**src/rtl/stopwatch_pkg.sv**
```systemverilog
// Timebase constants shared by the stopwatch blocks: board oscillator and tick rate.
package stopwatch_pkg;
   localparam int CLK_IN_HZ_DEFAULT = 50000000;
   localparam int TICK_HZ           = 100;
endpackage

```
**src/rtl/mod_n_counter.sv**
```systemverilog
// Free-running modulo-N counter with a wrap flag that is high while the count sits at N-1.
module mod_n_counter #(
   parameter int N = 10,
   parameter int W = $clog2(N)
) (
   input  logic         clk,
   input  logic         reset,
   output logic [W-1:0] cnt,
   output logic         wrap
);

   // Using >= instead of == pulls any upset out-of-range value back to zero.
   always_ff @(posedge clk) begin
      if (reset)
         cnt <= '0;
      else if (cnt >= W'(N - 1))
         cnt <= '0;
      else
         cnt <= cnt + 1'b1;
   end

   assign wrap = (cnt == W'(N - 1));

endmodule

```
**src/rtl/clock_divider_50mhz_to_100hz.sv**
```systemverilog
// Divides the board clock to a registered 50%-duty square wave (100 Hz by default).
module clock_divider_50mhz_to_100hz
   import stopwatch_pkg::*;
#(
   parameter int CLK_IN_HZ  = CLK_IN_HZ_DEFAULT,
   parameter int CLK_OUT_HZ = TICK_HZ,
   parameter int DIVISOR    = CLK_IN_HZ / CLK_OUT_HZ,
   parameter int HALF       = DIVISOR / 2,
   parameter int CNT_W      = $clog2(DIVISOR)
) (
   input  logic CLK_50_MHz,
   input  logic reset,
   output logic CLK_100Hz
);

   logic [CNT_W-1:0] cnt;
   logic             wrap;
   logic             half;

   mod_n_counter #(
      .N (DIVISOR),
      .W (CNT_W)
   ) u_counter (
      .clk   (CLK_50_MHz),
      .reset (reset),
      .cnt   (cnt),
      .wrap  (wrap)
   );

   assign half = (cnt == CNT_W'(HALF - 1));

   // Output toggles straight from a flop so downstream sees no decode glitches.
   always_ff @(posedge CLK_50_MHz) begin
      if (reset)
         CLK_100Hz <= 1'b0;
      else if (half || wrap)
         CLK_100Hz <= ~CLK_100Hz;
   end

endmodule

```
**config.mk**
```make
export PLATFORM = sky130hd
export DESIGN_NAME = clock_divider_50mhz_to_100hz
export DESIGN_NICKNAME = d
export VERILOG_FILES = /design/src/rtl/stopwatch_pkg.sv /design/src/rtl/mod_n_counter.sv /design/src/rtl/clock_divider_50mhz_to_100hz.sv
export SDC_FILE = /design/constraint.sdc
export NUM_CORES = 1
export LEC_CHECK = 0
export CORE_ASPECT_RATIO = 0.5
export CORE_MARGIN = 5
export CORE_UTILIZATION = 25
export CTS_CLUSTER_SIZE = 8
export DETAILED_ROUTE_END_ITERATION = 16
export PLACE_DENSITY_LB_ADDON = 0.15
export SYNTH_ARGS = -nofsm -noshare
export SYNTH_HDL_FRONTEND = slang
export SYNTH_SLANG_ARGS = --single-unit
```
**constraint.sdc**
```tcl
create_clock -name CLK_50_MHz -period 2.4 [get_ports CLK_50_MHz]
set_clock_uncertainty 0.1 [all_clocks]
set_input_delay 0.48 -clock CLK_50_MHz [delete_from_list [all_inputs] [get_ports CLK_50_MHz]]
set_output_delay 0.48 -clock CLK_50_MHz [all_outputs]
set_load 0.1 [all_outputs]
```
==> results.yml, run 1 <==
floorplan:
  dieArea_mm2: 0.00566
  rows: 16
  die_width_um: 102
  io_pins: 3
  fp.dieH_um: 55.8
  core_area_mm2: 0.00396
  initial_core_util_pct: 26.4
global_route:
  grtUsageTotal_pct: 8.26
  grt_pass1_wl_um: 3830
  grt_overflow: 0
  grt_start_max_net_pins: 12
  grt_pass1_vias: 843
  antenna_found_initial: 0
setup_path:
  cpPeakStageDelay_ns: 0.57
  critPathSlowestCell: "or4_4"
  path_cells: "or4_4, o41a_1, o221ai_4, buf_4, nor2_2"
  reg2reg_slack_ns: 0.24
  critical_path_class: "reg2reg"
  critPathBufInv: 1
  critPathArrivalTime_ns: 2.22
  path_delay_family: "compound AO/OA/AOI/OAI gates"
  cp_max_fo: 8
  required_ns: 2.46
  crit_path_end_kind: "flop"
  crit_path_start_kind: "flop"
timing:
  slew_violations: 0
  fin_setup_tns_ns: 0
  final-hold-violation-count: 0
  setup_viol_count_final: 0
  rsz0062_at_grt: "false"
  period_share_pct: 89.8
  slew_headroom_pct: 74.3
  post-route-min-period_ns: 2.16
  tightest_slew_ns: 0.382
  timing.fmax_mhz: 464
clocking:
  ctsHoldBuffers: 0
  cts_htree_levels: 1
  cts_buffers: 3
  cts_tree: "done"
  clockBufferDepth: 2
  clk_pin_slew_worst_paths_ns: 0.08
  cts.sinks: 20
  cts_setup_buffers: 0
  post_cts_resized: 0
  clock_latency_ns: 0.26
  root_buffer: "clkbuf_8"
final_layout:
  nNetsFinal: 130
  syn_to_final_growth_pct: 15.5
  finalInstanceArea_mm2: 0.00121
  drive_gt1_share_pct: 23.8
  antenna_cells: 0
routing:
  num_vias: 862
  routed_wl_um: 2150
  drc: 0
  initialDrtViolationCount: 20
  firstDrtPassIters: 4
  viasPerCell: 4.79
  post_drt_wl_per_cell_um: 11.9
  ant_nets: 0
power:
  p_leak_nw: 0.356
  p_per_area_mw_per_mm2: 523
  ir_drop_mv: 0.169
synth:
  yosysUniqueCellTypes: 34
  synth_ff_type: "dfxtp_1"
  avgSynthCellArea_um2: 8.95
  ys_warn_count: 0
  syn_nets: 120
  synth_area_mm2: 0.00105
  ys_ff_latch: 20
  seq_area_frac_synth_pct: 38.2
  synthArstFlopShare_pct: 0
  synth_edf_count: 0
  synthCells: 117
status:
  status: "completed"
flow_run:
  drv_cap: 0
placement:
  place_area_mm2: 0.00115
  hpwl_um: 1650
  place_congestion: 0.780
  numPortBuffers: 2
min_path:
  min_path_type: "reg2reg"
-- flip-flops by register name (all words and copies together) (netlist names) --
register,flops
CLK_100Hz,1
u_counter.cnt,19
-- per-layer routing --
| metal | vias to the layer above | routed length, µm | global-route usage [%] |
|---|---|---|---|
| met5 | - | 0 | 0 |
| met3 | 2 | 57 | 2.25 |
| met4 | 0 | 11 | 2.27 |
| met2 | 9 | 935 | 13.2 |
| met1 | 414 | 1140 | 10.9 |
| li1 | 437 | - | - |
-- cells in the final DEF, fill, tap and decap left out, types with 4 or more instances in the layout --
master / synthesis / final
a21oi_1: 5 / 5
buf_4: 0 / 7
clkbuf_8: 0 / 4
dfxtp_1: 20 / 20
inv_1: 9 / 9
nand2_1: 4 / 4
nand3_1: 6 / 6
nand4_1: 4 / 4
nor2_1: 8 / 8
nor2_2: 10 / 10
nor4_1: 6 / 6
or4_1: 4 / 4
xnor2_1: 10 / 10
-- path summary, 6_finish.rpt --
| path | from | to | cells past startpoint |
|---|---|---|---|
| max | u_counter.cnt[10] | u_counter.cnt[12] | 5 |
| min | u_counter.cnt[18] | u_counter.cnt[18] | 2 |
| max reg2reg | u_counter.cnt[10] | u_counter.cnt[12] | 5 |
| min reg2reg | u_counter.cnt[18] | u_counter.cnt[18] | 2 |
-- worst register-to-register path, cell delays in order (launching register included) --
cell      delay, ns
dfxtp_1        0.37
or4_4          0.57
o41a_1         0.43
o221ai_4       0.31
buf_4          0.24
nor2_2         0.05
-- layout make-up --
| class | instances | area [µm²] |
|---|---|---|
| fill | 438 | 2750 |
| multi-input combinational | 85 | 591 |
| sequential | 20 | 400 |
| tap | 54 | 67.6 |
| timing repair buffer | 8 | 62.6 |
| clock buffer | 4 | 55.1 |
| inverter | 9 | 33.8 |
-- synthesized netlist by cell type (2+ instances only) --
cell type / count / area, µm²
nand2_1: 4 / 15.0
xor2_1: 2 / 17.5
or4_1: 4 / 30.0
nand3_1: 6 / 30.0
nor2_1: 8 / 30.0
inv_1: 9 / 33.8
nand4_1: 4 / 25.0
o21ai_0: 2 / 10.0
a21oi_1: 5 / 25.0
o31ai_1: 3 / 22.5
xnor2_1: 10 / 87.6
dfxtp_1: 20 / 400
or3_1: 3 / 18.8
nor2_2: 10 / 62.6
nor4_1: 6 / 37.5
nor3_1: 2 / 10.0
clkbuf_1: 2 / 7.51
-- through the flow --
stage	instances	total power [mW]	utilization, %	hold WS (ns)	worst slack (ns)
5_1_grt	180	0.661	30.5	0.433	0.169
6_report	180	0.633	30.5	0.382	0.245
4_1_cts	180	0.647	30.5	0.386	0.229
3_3_place_gp	176	0.379	29.1	0.374	0.260
2_1_floorplan	117	0.367	-	0.329	0.373
3_5_place_dp	176	0.378	29.1	0.375	0.250
-- where the power goes --
group | total [mW] | switching (mW) | internal [mW]
Sequential | 0.340 | 0.00373 | 0.336
Clock | 0.263 | 0.117 | 0.146
Combinational | 0.0302 | 0.0167 | 0.0135
-- cells by family after synthesis --
kind of cell    count (synthesis)  share of synthesized area (%)
simple gates                   57                           32.9
fa+ha+maj                       1                           1.19
compound gates                 14                           11.2
xor+xnor                       12                           10.0
buf+inv                        12                           5.38
flops                          20                           38.2
mux                             1                           1.08
(Power assumes the default switching activity.)
==> inputs of run 2 (changes only) <==
ABC_AREA = 1   (was unset)
==> run 2 against run 1 <==
- setup slack better by 0.45 ns
- sequential cell count unchanged
- maximum frequency up 26%
- non-clock buffer count down 6
==> results.yml, run 2 <==
status:
  status: "completed"
setup_path:
  crit_path_end_kind: "flop"
  critical_path_class: "reg2reg"
  cp_max_fo: 19
  crit_path_start_kind: "flop"
  critPathArrivalTime_ns: 1.76
  required_ns: 2.45
synth:
  seq_area_frac_synth_pct: 33.6
  synth_area_mm2: 0.00119
  ys_ff_latch: 20
  yosys.area.top_type: "dfxtp_1"
  synth.top_cell.area_share_pct: 33.6
  synthTopCellsByArea: "dfxtp_1, nor2_1, nand2_1, xor2_1, inv_1"
  synthArstFlopShare_pct: 0
  yosysMostFrequentCell: "nor2_1"
  ys_warn_count: 0
  synth_edf_count: 0
  synthTopCellsByCount: "nor2_1, nand2_1, inv_1, dfxtp_1, nand3_1"
  yosysUniqueCellTypes: 23
  avgSynthCellArea_um2: 6.51
  synth_ff_type: "dfxtp_1"
  synthCells: 183
  syn_nets: 186
final_layout:
  nNetsFinal: 190
  final_core_util_pct: 29.5
  antenna_cells: 0
  reg_top3: "u_counter.cnt: 19 flops, CLK_100Hz: 1 flops"
  top_register: "u_counter.cnt"
  final_cell_mix: "nor2_1, nand2_1, inv_1, dfxtp_1, nand3_1"
  syn_to_final_growth_pct: 11.6
  final_common_cell: "nor2_1"
  nFillCells: 505
  drive_gt1_share_pct: 6.45
  largest_reg_flops: 19
min_path:
  min_path_type: "reg2reg"
clocking:
  clock_latency_ns: 0.26
  root_buffer: "clkbuf_8"
  cts_setup_buffers: 0
  post_cts_resized: 0
  cts.sinks: 20
  cts_buffers: 3
  clockBufferDepth: 2
  cts_tree: "done"
  cts_htree_levels: 1
  ctsHoldBuffers: 0
  clk_pin_slew_worst_paths_ns: 0.08
floorplan:
  dieArea_mm2: 0.00633
  rows: 17
  core_area_mm2: 0.00451
  fp.dieH_um: 58.8
  initial_core_util_pct: 26.4
  die_width_um: 108
  io_pins: 3
global_route:
  grt_start_max_net_pins: 20
  grt_pass1_wl_um: 4610
  antenna_found_initial: 0
  grt_pass1_vias: 955
  grtUsageTotal_pct: 9.36
  grt_overflow: 0
timing:
  fin_setup_tns_ns: 0
  slew_violations: 0
  timing.fmax_mhz: 586
  post-route-min-period_ns: 1.71
  final-hold-violation-count: 0
  setup_viol_count_final: 0
  tightest_slew_ns: 0.373
  period_share_pct: 71.2
  rsz0062_at_grt: "false"
  slew_headroom_pct: 75.1
routing:
  num_vias: 1038
  post_drt_wl_per_cell_um: 10.7
  initialDrtViolationCount: 30
  firstDrtPassIters: 4
  ant_nets: 0
  routed_wl_um: 2690
  viasPerCell: 4.12
  drc: 0
power:
  ir_drop_mv: 0.298
  p_per_area_mw_per_mm2: 528
  p_leak_nw: 0.491
placement:
  hpwl_um: 2050
  place_congestion: 0.779
  numPortBuffers: 2
flow_run:
  drv_cap: 0
## run 2: path summary, 6_finish.rpt
check                        start  cells after the start  slack (ns)           endpoint
setup reg to reg  u_counter.cnt[0]                      6        0.69  u_counter.cnt[16]
setup / recovery  u_counter.cnt[0]                      6        0.69  u_counter.cnt[16]
hold reg to reg   u_counter.cnt[0]                      1        0.39   u_counter.cnt[0]
hold / removal    u_counter.cnt[0]                      1        0.39   u_counter.cnt[0]
## run 2: cell type report
class	instances	area (µm²)	share of cell area [%]
clock buffers	3	41.3	3.11
clock inverters	1	30.0	2.26
inverters	22	82.6	6.21
flip-flops and latches	20	400	30.1
repair buffers	2	17.5	1.32
multi-input cells	138	674	50.8
well taps	66	82.6	6.21
## run 2: per-layer routing
metal / part of all wire, % / wire length, µm / global-route usage [%] / vias to the layer above
met3: 5.5 / 147 / 3.40 / 2
met2: 41 / 1110 / 14.2 / 22
met4: 1.1 / 30 / 2.52 / 0
met5: 0 / 0 / 0 / -
li1: - / - / - / 567
met1: 52 / 1390 / 12.5 / 447
## run 2: worst max-delay path, stage by stage, from the launching register on
cell and delay, ns:
dfxtp_1 0.41, ha_1 0.23, nand3_1 0.21, nor2_1 0.15, nand3_1 0.16, nand3_4 0.26
nor2_1 0.08
## run 2: stage by stage
step                      area (µm²)  hold WS, ns  instances  total power [mW]  worst slack [ns]
after global routing            1330        0.451        252             0.728             0.474
after detailed placement        1260        0.376        248             0.366             0.676
final                           1330        0.391        252             0.701             0.692
after floorplan                 1190        0.352        183             0.363             0.870
after CTS                       1330        0.395        252             0.713             0.674
after global placement          1260        0.374        248             0.366             0.707
## run 2: logic make-up (layout without fill, tap and decap cells)
kind of cell | count (synthesis) | in the layout | share of synthesized area [%]
AND/OR/NAND/NOR | 119 | 119 | 43.6
buffers and inverters | 25 | 28 | 9.77
flip-flops | 20 | 20 | 33.6
XOR/XNOR | 14 | 14 | 10.3
AO/OA/AOI/OAI | 4 | 4 | 1.68
adder cells (fa/ha/maj) | 1 | 1 | 1.05
## run 2: power by group
group | total, mW | internal (mW) | leakage, nW | switching (mW)
clock | 0.343 | 0.223 | 0.0357 | 0.120
sequential | 0.341 | 0.336 | 0.162 | 0.00506
combinational | 0.0173 | 0.00688 | 0.293 | 0.0104
